`config.mk`:
```
export PLATFORM = sky130hd
export DESIGN_NAME = id_ctrl_stage
export DESIGN_NICKNAME = d
export VERILOG_FILES = /design/src/rtl/id_ctrl_pkg.sv /design/src/rtl/id_decoder.sv /design/src/rtl/id_ctrl_stage.sv
export SDC_FILE = /design/constraint.sdc
export NUM_CORES = 1
export LEC_CHECK = 0
export CAP_MARGIN = 20
export CORE_ASPECT_RATIO = 0.9
export CORE_MARGIN = 4
export CORE_UTILIZATION = 39
export CTS_BUF_LIST = sky130_fd_sc_hd__clkbuf_8
export CTS_CLUSTER_DIAMETER = 50
export DETAILED_ROUTE_END_ITERATION = 16
export PLACE_DENSITY = 0.69
export SLEW_MARGIN = 40
export SYNTH_ARGS = -nofsm -noshare
export SYNTH_HDL_FRONTEND = slang
export SYNTH_SLANG_ARGS = --single-unit
export TNS_END_PERCENT = 10
```
`constraint.sdc`:
```
create_clock -name clk -period 2.81 [get_ports clk]
set_input_delay 0.7025 -clock clk [delete_from_list [all_inputs] [get_ports clk]]
set_output_delay 0.7025 -clock clk [all_outputs]
set_load 0.02 [all_outputs]
```
`src/rtl/id_ctrl_pkg.sv`:
```
// Shared decode constants, control-word layout and start-kind enum for the ID-stage controller.
package id_ctrl_pkg;

  localparam int CTRL_W = 24;

  // Field LSB offsets, MSB-first from bit 23; bits 1:0 are reserved and always zero.
  localparam int OFF_EXT_OP    = 22;
  localparam int OFF_REG_WRITE = 21;
  localparam int OFF_REG_DST   = 19;
  localparam int OFF_ALU_SRC   = 17;
  localparam int OFF_BRANCH    = 16;
  localparam int OFF_MEM_WRITE = 15;
  localparam int OFF_REG_SRC   = 12;
  localparam int OFF_JUMP      = 11;
  localparam int OFF_ALU_CTRL  = 7;
  localparam int OFF_MD_OP     = 4;
  localparam int OFF_LO_EN     = 3;
  localparam int OFF_HI_EN     = 2;

  localparam logic [3:0] ALU_EQ   = 4'b0000;
  localparam logic [3:0] ALU_NE   = 4'b0001;
  localparam logic [3:0] ALU_ADD  = 4'b0010;
  localparam logic [3:0] ALU_SUB  = 4'b0011;
  localparam logic [3:0] ALU_AND  = 4'b0100;
  localparam logic [3:0] ALU_OR   = 4'b0101;
  localparam logic [3:0] ALU_XOR  = 4'b0110;
  localparam logic [3:0] ALU_NOR  = 4'b0111;
  localparam logic [3:0] ALU_SRL  = 4'b1000;
  localparam logic [3:0] ALU_SRA  = 4'b1001;
  localparam logic [3:0] ALU_SLL  = 4'b1010;
  localparam logic [3:0] ALU_SLT  = 4'b1100;
  localparam logic [3:0] ALU_SLTU = 4'b1101;

  localparam logic [2:0] MD_NONE  = 3'b000;
  localparam logic [2:0] MD_MULT  = 3'b001;
  localparam logic [2:0] MD_MULTU = 3'b010;
  localparam logic [2:0] MD_DIV   = 3'b011;
  localparam logic [2:0] MD_DIVU  = 3'b100;
  localparam logic [2:0] MD_MADD  = 3'b101;
  localparam logic [2:0] MD_MADDU = 3'b110;
  localparam logic [2:0] MD_MSUB  = 3'b111;

  localparam logic [2:0] RS_ALU = 3'b000;
  localparam logic [2:0] RS_MEM = 3'b001;
  localparam logic [2:0] RS_PC8 = 3'b010;
  localparam logic [2:0] RS_HI  = 3'b011;
  localparam logic [2:0] RS_LO  = 3'b100;

  localparam logic [1:0] RD_RT = 2'b00;
  localparam logic [1:0] RD_RD = 2'b01;
  localparam logic [1:0] RD_RA = 2'b10;

  localparam logic [1:0] SRC_REG   = 2'b00;
  localparam logic [1:0] SRC_IMM   = 2'b01;
  localparam logic [1:0] SRC_SHAMT = 2'b10;

  localparam logic [1:0] EXT_ZERO = 2'b00;
  localparam logic [1:0] EXT_SIGN = 2'b01;
  localparam logic [1:0] EXT_LUI  = 2'b10;

  localparam logic [5:0] OP_SPECIAL  = 6'h00;
  localparam logic [5:0] OP_REGIMM   = 6'h01;
  localparam logic [5:0] OP_J        = 6'h02;
  localparam logic [5:0] OP_JAL      = 6'h03;
  localparam logic [5:0] OP_BEQ      = 6'h04;
  localparam logic [5:0] OP_BNE      = 6'h05;
  localparam logic [5:0] OP_BLEZ     = 6'h06;
  localparam logic [5:0] OP_BGTZ     = 6'h07;
  localparam logic [5:0] OP_ADDI     = 6'h08;
  localparam logic [5:0] OP_ADDIU    = 6'h09;
  localparam logic [5:0] OP_SLTI     = 6'h0A;
  localparam logic [5:0] OP_SLTIU    = 6'h0B;
  localparam logic [5:0] OP_ANDI     = 6'h0C;
  localparam logic [5:0] OP_ORI      = 6'h0D;
  localparam logic [5:0] OP_XORI     = 6'h0E;
  localparam logic [5:0] OP_LUI      = 6'h0F;
  localparam logic [5:0] OP_SPECIAL2 = 6'h1C;
  localparam logic [5:0] OP_LB       = 6'h20;
  localparam logic [5:0] OP_LH       = 6'h21;
  localparam logic [5:0] OP_LW       = 6'h23;
  localparam logic [5:0] OP_LBU      = 6'h24;
  localparam logic [5:0] OP_LHU      = 6'h25;
  localparam logic [5:0] OP_SB       = 6'h28;
  localparam logic [5:0] OP_SH       = 6'h29;
  localparam logic [5:0] OP_SW       = 6'h2B;

  localparam logic [5:0] FN_SLL   = 6'h00;
  localparam logic [5:0] FN_SRL   = 6'h02;
  localparam logic [5:0] FN_SRA   = 6'h03;
  localparam logic [5:0] FN_SLLV  = 6'h04;
  localparam logic [5:0] FN_SRLV  = 6'h06;
  localparam logic [5:0] FN_SRAV  = 6'h07;
  localparam logic [5:0] FN_JR    = 6'h08;
  localparam logic [5:0] FN_JALR  = 6'h09;
  localparam logic [5:0] FN_MFHI  = 6'h10;
  localparam logic [5:0] FN_MTHI  = 6'h11;
  localparam logic [5:0] FN_MFLO  = 6'h12;
  localparam logic [5:0] FN_MTLO  = 6'h13;
  localparam logic [5:0] FN_MULT  = 6'h18;
  localparam logic [5:0] FN_MULTU = 6'h19;
  localparam logic [5:0] FN_DIV   = 6'h1A;
  localparam logic [5:0] FN_DIVU  = 6'h1B;
  localparam logic [5:0] FN_ADD   = 6'h20;
  localparam logic [5:0] FN_ADDU  = 6'h21;
  localparam logic [5:0] FN_SUB   = 6'h22;
  localparam logic [5:0] FN_SUBU  = 6'h23;
  localparam logic [5:0] FN_AND   = 6'h24;
  localparam logic [5:0] FN_OR    = 6'h25;
  localparam logic [5:0] FN_XOR   = 6'h26;
  localparam logic [5:0] FN_NOR   = 6'h27;
  localparam logic [5:0] FN_SLT   = 6'h2A;
  localparam logic [5:0] FN_SLTU  = 6'h2B;
  localparam logic [5:0] FN_MADD  = 6'h00;
  localparam logic [5:0] FN_MADDU = 6'h01;
  localparam logic [5:0] FN_MSUB  = 6'h04;

  localparam logic [4:0] RT_BLTZ   = 5'h00;
  localparam logic [4:0] RT_BGEZ   = 5'h01;
  localparam logic [4:0] RT_BGEZAL = 5'h11;

  typedef enum logic [1:0] {
    START_NONE = 2'd0,
    START_MULT = 2'd1,
    START_DIV  = 2'd2
  } md_start_e;

  typedef struct packed {
    logic [1:0] ext_op;
    logic       reg_write;
    logic [1:0] reg_dst;
    logic [1:0] alu_src;
    logic       branch;
    logic       mem_write;
    logic [2:0] reg_src;
    logic       jump;
    logic [3:0] alu_ctrl;
    logic [2:0] md_op;
    logic       lo_en;
    logic       hi_en;
    logic [1:0] rsvd;
  } ctrl_t;

  // Shift funct low bits pick the operation for both immediate and variable shifts.
  function automatic logic [3:0] shiftAlu(input logic [1:0] kind);
    case (kind)
      2'b10:   return ALU_SRL;
      2'b11:   return ALU_SRA;
      default: return ALU_SLL;
    endcase
  endfunction

endpackage

```
`src/rtl/id_decoder.sv`:
```
// Combinational MIPS decoder producing the control word, illegal flag and MDU classification.
// ID_MADD_EN enables the SPECIAL2 madd/maddu/msub group; otherwise all of opcode 28 is illegal.
module id_decoder
  import id_ctrl_pkg::*;
(
  input  logic [31:0] instr_i,
  output ctrl_t       ctrl_o,
  output logic        illegal_o,
  output logic        mdClass_o,
  output md_start_e   start_o
);

  logic [5:0] op;
  logic [5:0] funct;
  logic [4:0] rt;

  assign op    = instr_i[31:26];
  assign funct = instr_i[5:0];
  assign rt    = instr_i[20:16];

  // The all-zero word is the canonical nop and deliberately decodes to an empty control word.
  always_comb begin
    ctrl_o    = '0;
    illegal_o = 1'b0;
    mdClass_o = 1'b0;
    start_o   = START_NONE;
    if (instr_i != 32'd0) begin
      case (op)
        OP_SPECIAL: begin
          case (funct)
            FN_SLL, FN_SRL, FN_SRA: begin
              ctrl_o.reg_write = 1'b1;
              ctrl_o.reg_dst   = RD_RD;
              ctrl_o.alu_src   = SRC_SHAMT;
              ctrl_o.alu_ctrl  = shiftAlu(funct[1:0]);
            end
            FN_SLLV, FN_SRLV, FN_SRAV: begin
              ctrl_o.reg_write = 1'b1;
              ctrl_o.reg_dst   = RD_RD;
              ctrl_o.alu_ctrl  = shiftAlu(funct[1:0]);
            end
            FN_JR: ctrl_o.jump = 1'b1;
            FN_JALR: begin
              ctrl_o.jump      = 1'b1;
              ctrl_o.reg_write = 1'b1;
              ctrl_o.reg_dst   = RD_RD;
              ctrl_o.reg_src   = RS_PC8;
            end
            FN_MFHI, FN_MFLO: begin
              ctrl_o.reg_write = 1'b1;
              ctrl_o.reg_dst   = RD_RD;
              ctrl_o.reg_src   = (funct == FN_MFHI) ? RS_HI : RS_LO;
              mdClass_o        = 1'b1;
            end
            FN_MTHI: begin
              ctrl_o.hi_en = 1'b1;
              mdClass_o    = 1'b1;
            end
            FN_MTLO: begin
              ctrl_o.lo_en = 1'b1;
              mdClass_o    = 1'b1;
            end
            FN_MULT, FN_MULTU, FN_DIV, FN_DIVU: begin
              ctrl_o.lo_en = 1'b1;
              ctrl_o.hi_en = 1'b1;
              mdClass_o    = 1'b1;
              case (funct)
                FN_MULT:  ctrl_o.md_op = MD_MULT;
                FN_MULTU: ctrl_o.md_op = MD_MULTU;
                FN_DIV:   ctrl_o.md_op = MD_DIV;
                default:  ctrl_o.md_op = MD_DIVU;
              endcase
              start_o = funct[1] ? START_DIV : START_MULT;
            end
            FN_ADD, FN_ADDU, FN_SUB, FN_SUBU, FN_AND, FN_OR, FN_XOR, FN_NOR,
            FN_SLT, FN_SLTU: begin
              ctrl_o.reg_write = 1'b1;
              ctrl_o.reg_dst   = RD_RD;
              case (funct)
                FN_ADD, FN_ADDU: ctrl_o.alu_ctrl = ALU_ADD;
                FN_SUB, FN_SUBU: ctrl_o.alu_ctrl = ALU_SUB;
                FN_AND:          ctrl_o.alu_ctrl = ALU_AND;
                FN_OR:           ctrl_o.alu_ctrl = ALU_OR;
                FN_XOR:          ctrl_o.alu_ctrl = ALU_XOR;
                FN_NOR:          ctrl_o.alu_ctrl = ALU_NOR;
                FN_SLT:          ctrl_o.alu_ctrl = ALU_SLT;
                default:         ctrl_o.alu_ctrl = ALU_SLTU;
              endcase
            end
            default: illegal_o = 1'b1;
          endcase
        end
        // Sign-test branches use slt; EX compares rs against zero using opcode/rt from ex_instr.
        OP_REGIMM: begin
          if (rt == RT_BLTZ || rt == RT_BGEZ || rt == RT_BGEZAL) begin
            ctrl_o.ext_op   = EXT_SIGN;
            ctrl_o.branch   = 1'b1;
            ctrl_o.alu_ctrl = ALU_SLT;
            if (rt == RT_BGEZAL) begin
              ctrl_o.reg_write = 1'b1;
              ctrl_o.reg_dst   = RD_RA;
              ctrl_o.reg_src   = RS_PC8;
            end
          end else begin
            illegal_o = 1'b1;
          end
        end
        OP_J: ctrl_o.jump = 1'b1;
        OP_JAL: begin
          ctrl_o.jump      = 1'b1;
          ctrl_o.reg_write = 1'b1;
          ctrl_o.reg_dst   = RD_RA;
          ctrl_o.reg_src   = RS_PC8;
        end
        OP_BEQ, OP_BNE, OP_BLEZ, OP_BGTZ: begin
          ctrl_o.ext_op   = EXT_SIGN;
          ctrl_o.branch   = 1'b1;
          ctrl_o.alu_ctrl = (op == OP_BEQ) ? ALU_EQ : (op == OP_BNE) ? ALU_NE : ALU_SLT;
        end
        OP_ADDI, OP_ADDIU, OP_SLTI, OP_SLTIU, OP_ANDI, OP_ORI, OP_XORI, OP_LUI: begin
          ctrl_o.reg_write = 1'b1;
          ctrl_o.reg_dst   = RD_RT;
          ctrl_o.alu_src   = SRC_IMM;
          ctrl_o.ext_op    = EXT_SIGN;
          case (op)
            OP_ADDI, OP_ADDIU: ctrl_o.alu_ctrl = ALU_ADD;
            OP_SLTI:           ctrl_o.alu_ctrl = ALU_SLT;
            OP_SLTIU:          ctrl_o.alu_ctrl = ALU_SLTU;
            OP_ANDI: begin
              ctrl_o.alu_ctrl = ALU_AND;
              ctrl_o.ext_op   = EXT_ZERO;
            end
            OP_ORI: begin
              ctrl_o.alu_ctrl = ALU_OR;
              ctrl_o.ext_op   = EXT_ZERO;
            end
            OP_XORI: begin
              ctrl_o.alu_ctrl = ALU_XOR;
              ctrl_o.ext_op   = EXT_ZERO;
            end
            default: begin
              ctrl_o.alu_ctrl = ALU_OR;
              ctrl_o.ext_op   = EXT_LUI;
            end
          endcase
        end
        OP_LB, OP_LH, OP_LW, OP_LBU, OP_LHU: begin
          ctrl_o.ext_op    = EXT_SIGN;
          ctrl_o.reg_write = 1'b1;
          ctrl_o.reg_dst   = RD_RT;
          ctrl_o.alu_src   = SRC_IMM;
          ctrl_o.reg_src   = RS_MEM;
          ctrl_o.alu_ctrl  = ALU_ADD;
        end
        OP_SB, OP_SH, OP_SW: begin
          ctrl_o.ext_op    = EXT_SIGN;
          ctrl_o.alu_src   = SRC_IMM;
          ctrl_o.mem_write = 1'b1;
          ctrl_o.alu_ctrl  = ALU_ADD;
        end
`ifdef ID_MADD_EN
        OP_SPECIAL2: begin
          if (funct == FN_MADD || funct == FN_MADDU || funct == FN_MSUB) begin
            ctrl_o.md_op = (funct == FN_MADD) ? MD_MADD : (funct == FN_MADDU) ? MD_MADDU : MD_MSUB;
            ctrl_o.lo_en = 1'b1;
            ctrl_o.hi_en = 1'b1;
            mdClass_o    = 1'b1;
            start_o      = START_MULT;
          end else begin
            illegal_o = 1'b1;
          end
        end
`endif
        default: illegal_o = 1'b1;
      endcase
    end
  end

endmodule

```
`src/rtl/id_ctrl_stage.sv`:
```
// Decode-stage controller: ID/EX control register, MDU busy counter and structural stall.
// Define ID_MADD_EN to decode the SPECIAL2 madd/maddu/msub group.
module id_ctrl_stage
  import id_ctrl_pkg::*;
#(
  parameter int MULT_CYCLES = 5,
  parameter int DIV_CYCLES  = 10
) (
  input  logic              clk,
  input  logic              reset,
  input  logic [31:0]       id_instr,
  input  logic              id_valid,
  input  logic              stall_in,
  input  logic              flush,
  output logic              id_stall,
  output logic              md_busy,
  output logic [CTRL_W-1:0] ex_ctrl,
  output logic [31:0]       ex_instr,
  output logic              ex_valid,
  output logic              ex_illegal
);

  localparam int MAX_CYCLES = (MULT_CYCLES > DIV_CYCLES) ? MULT_CYCLES : DIV_CYCLES;
  localparam int CNT_W      = $clog2(MAX_CYCLES + 1);
  localparam logic [CNT_W-1:0] MULT_LOAD = CNT_W'(MULT_CYCLES);
  localparam logic [CNT_W-1:0] DIV_LOAD  = CNT_W'(DIV_CYCLES);

  ctrl_t            decCtrl;
  logic             decIllegal;
  logic             decMdClass;
  md_start_e        decStart;
  logic             mdStall;
  logic             capture;
  logic [CNT_W-1:0] cnt_q, cnt_d;
  logic [CTRL_W-1:0] exCtrl_q;
  logic [31:0]      exInstr_q;
  logic             exValid_q, exIllegal_q;

  id_decoder u_decoder (
    .instr_i   (id_instr),
    .ctrl_o    (decCtrl),
    .illegal_o (decIllegal),
    .mdClass_o (decMdClass),
    .start_o   (decStart)
  );

  assign md_busy  = (cnt_q != '0);
  assign mdStall  = id_valid & decMdClass & md_busy;
  assign id_stall = stall_in | mdStall;
  assign capture  = ~flush & ~id_stall;

  // A start only gets captured when the counter is already idle, so loading never races a decrement.
  always_comb begin
    cnt_d = cnt_q;
    if (capture && id_valid && decStart == START_MULT) begin
      cnt_d = MULT_LOAD;
    end else if (capture && id_valid && decStart == START_DIV) begin
      cnt_d = DIV_LOAD;
    end else if (cnt_q != '0) begin
      cnt_d = cnt_q - 1'b1;
    end
  end

  always_ff @(posedge clk or posedge reset) begin
    if (reset) begin
      cnt_q       <= '0;
      exCtrl_q    <= '0;
      exInstr_q   <= '0;
      exValid_q   <= 1'b0;
      exIllegal_q <= 1'b0;
    end else begin
      cnt_q <= cnt_d;
      if (capture) begin
        exCtrl_q    <= decCtrl;
        exInstr_q   <= id_instr;
        exValid_q   <= id_valid;
        exIllegal_q <= decIllegal;
      end else begin
        exCtrl_q    <= '0;
        exInstr_q   <= '0;
        exValid_q   <= 1'b0;
        exIllegal_q <= 1'b0;
      end
    end
  end

  assign ex_ctrl    = exCtrl_q;
  assign ex_instr   = exInstr_q;
  assign ex_valid   = exValid_q;
  assign ex_illegal = exIllegal_q;

endmodule

```
==> impl_metrics.py, run 1 <==
metrics = {
    "yosys": {
        "async_flop_share_pct": 100,
        "synth_top_area_share_pct": 51.7,
        "syn_area_per_cell_um2": 10.1,
        "synth_edf_count": 0,
        "synthCells": 286,
        "yosys_warnings": 0,
        "seq_area_frac_synth_pct": 51.7,
        "syn-cell-area_um2": 2900,
        "synth.largest_area_cell": "dfrtp_1",
        "synth-main-ff-cell": "dfrtp_1",
        "synth_cell_types": 52,
        "synthTopCellsByArea": "dfrtp_1, and2_1, nor2_1",
        "synth_most_common_cell": "dfrtp_1",
        "synth-seq-cells": 60,
        "synthTopCellsByCount": "dfrtp_1, and2_1, nor2_1",
    },
    "clock_tree": {
        "tritoncts": "done",
        "insertion_delay_ps": 340,
        "post-cts-setup-buffer-count": 0,
        "cts_buffers": 9,
        "cts_sinks": 60,
        "clkTransAtPathRegs_ps": 70,
        "cts-root-buf": "clkbuf_8",
        "clock_path_buffers": 2,
        "postCtsHoldBufs": 0,
        "cts_max_level": 3,
    },
    "power_and_ir_drop": {
        "vdd_drop_max_mv": 0.312,
        "cellLeakagePower_nw": 1.84,
        "powerDensity_nw_per_um2": 493,
    },
    "final_layout": {
        "nets": 435,
        "n_antenna_cell": 0,
        "fin_util_pct": 60.1,
        "drive_gt1_share_pct": 14.5,
        "area_growth_pct": 48.0,
    },
    "global_route": {
        "antenna_found_initial": 0,
        "grt_pass1_vias": 2574,
        "grt_first_pass_wirelength_um": 13100,
        "gr-usage-met3_pct": 3.72,
        "grt_max_degree": 61,
        "grt_overflow_total": 0,
        "busiest_layer": "met2",
        "grt_use_total_pct": 18.4,
        "groute.layer.met2.usage_pct": 27.6,
        "grtUsageMet1_pct": 26.0,
    },
    "sta": {
        "finalHoldViolations": 0,
        "post-route-period-util_pct": 96.6,
        "max_freq_mhz": 368,
        "setup_tns_ps": 0,
        "fin_worst_skew_ps": 7.39,
        "drv_slew": 0,
        "finalSetupViolCount": 0,
        "min_period_ps": 2720,
        "grt_setup_unrepaired": "false",
    },
    "detailed_routing": {
        "remaining_drc_errors": 0,
        "drt-vias-per-instance": 5.31,
        "drt_iter0_markers": 197,
        "routed_wl_um": 8000,
        "vias": 2616,
        "wl_per_cell_um": 16.2,
        "ant_nets": 0,
        "dr.pass1.iters": 4,
    },
    "outcome": {
        "status": "finished, final reports clean",
    },
    "min_path": {
        "hp-class": "reg -> reg",
    },
    "critical_path": {
        "worstSetupStartpointType": "primary input",
        "cp-end-kind": "primary output",
        "critPathBufInv": 2,
        "crit_fanout": 2,
        "required_ps": 2110,
        "crit_family": "simple AND/OR/NAND/NOR gates",
        "slowest_delay_ps": 460,
        "slowest_stage": "or4_4",
        "crit_chain": "clkdlybuf4s15_1 > or3_4 > or4_4 > o21bai_4 > buf_6",
        "worstPathArrival_ps": 2010,
        "worstSetupPathType": "in -> out",
    },
    "die": {
        "core-area_um2": 7150,
        "rows": 29,
        "die_w_um": 98.9,
        "boundaryPins": 97,
        "initial_core_util_pct": 40.6,
        "fp.dieH_um": 89.8,
        "dieArea_um2": 8890,
    },
    "place": {
        "portBuffers": 94,
        "gp_congestion": 0.904,
        "hpwlAfterDp_um": 5840,
    },
    "run": {
        "maxCapViolations": 0,
    },
}
placed cells by master, fill, tap and decap left out, types with 3 or more instances in the layout:
cell              n
a311oi_1          3
inv_1             9
a211oi_1          4
a21oi_1          12
o211ai_1          3
nor2_1           22
dfrtp_1          60
nand2b_1         12
nor3_1           14
and3_1            3
clkdlybuf4s50_1  89
a31oi_1           3
a21o_1            5
a2111oi_0         3
nand4_1           7
nand4b_1          3
nor4_1           10
o21a_1            4
buf_12            3
or3_1             4
and2_1           26
clkbuf_8         11
nand2_1           6
nand3_1           4
o21ai_0           4
buf_4            27
report_power, final:
| part | leakage, nW | internal (mW) | switching (mW) |
|---|---|---|---|
| sequential | 0.811 | 0.917 | 0.0281 |
| clock | 0.0872 | 0.360 | 0.343 |
| combinational | 0.944 | 0.233 | 0.233 |
| total | 1.84 | 1.51 | 0.605 |
worst paths after layout:
| path | start | to | slack, ps | cells after the start |
|---|---|---|---|---|
| worst max-delay path | id_instr[30] | id_stall | 90 | 5 |
| worst min-delay path | cnt_q[3] | cnt_q[3] | 570 | 2 |
| worst max register to register | cnt_q[0] | ex_ctrl[9] | 400 | 8 |
| worst min register to register | cnt_q[3] | cnt_q[3] | 570 | 2 |
| max in group asynchronous | reset | ex_instr[27] | 1810 | 3 |
| min in group asynchronous | reset | ex_instr[5] | 740 | 3 |
metal layers:
| layer | vias to the layer above | wire length, um |
|---|---|---|
| met3 | 10 | 575 |
| met1 | 1250 | 3740 |
| met4 | 0 | 113 |
| met5 | - | 0 |
| li1 | 1242 | - |
| met2 | 114 | 3570 |
sequential cells by signal (all words and copies together) (netlist names):
| name | cells |
|---|---|
| ex_instr | 32 |
| ex_ctrl | 22 |
| ex_illegal | 1 |
| ex_valid | 1 |
| cnt_q | 4 |
cell type report:
class                      instances  area [um2]
multi-input combinational        191        1260
fill                             616        2860
inverter                          10        37.5
clock buffer                      11         151
sequential                        60        1500
timing repair buffer             124        1200
clock inverter                     4        25.0
tap                               93         116
worst register-to-register path, stage by stage, from the launching register on:
cell       delay, ps
dfrtp_1          400
inv_1            100
ha_1             160
or3b_2           480
nand4_1          190
buf_4            180
o21ai_1          120
buf_4            210
a2111oi_0        430
kinds of logic (layout without fill, tap and decap cells):
family / Yosys count / count (layout) / share of synthesized area [%]
other: 1 / 2 / 0.129
and+or+nand+nor: 125 / 125 / 26.0
muxes: 3 / 3 / 1.08
xor gates and xnor gates: 2 / 2 / 0.604
adders and majority gates: 2 / 2 / 0.862
buffers and inverters: 36 / 149 / 5.56
AOI/OAI and AO/OA: 57 / 57 / 14.0
DFF: 60 / 60 / 51.7
stage by stage:
| stage | power (mW) | worst slack (ps) | cells | cell area [um2] | hold slack (ps) |
|---|---|---|---|---|---|
| finish | 2.11 | 94.8 | 493 | 4290 | 568 |
| global route | 2.22 | 32.1 | 493 | 4290 | 612 |
| CTS | 2.13 | 26.7 | 493 | 4290 | 574 |
| detailed placement | 1.43 | -655 | 478 | 4110 | 559 |
| global placement | 1.42 | -655 | 478 | 4110 | 559 |
| floorplan | 1.23 | 102 | 287 | 2910 | 536 |
what timing repair did:
action / 4_1_cts / 5_1_grt
cloned: 0 / 0
setup endpoints to repair: 2 / 1
gates resized for setup: 14 / 0
pin swaps: 3 / 1
(Power assumes the default switching activity.)
==> run 2, diff against run 1 <==
CTS_CLUSTER_DIAMETER = default   (was 50)
==> results of run 2 <==
The final DEF is identical to that of run 1; final timing and power are the same.
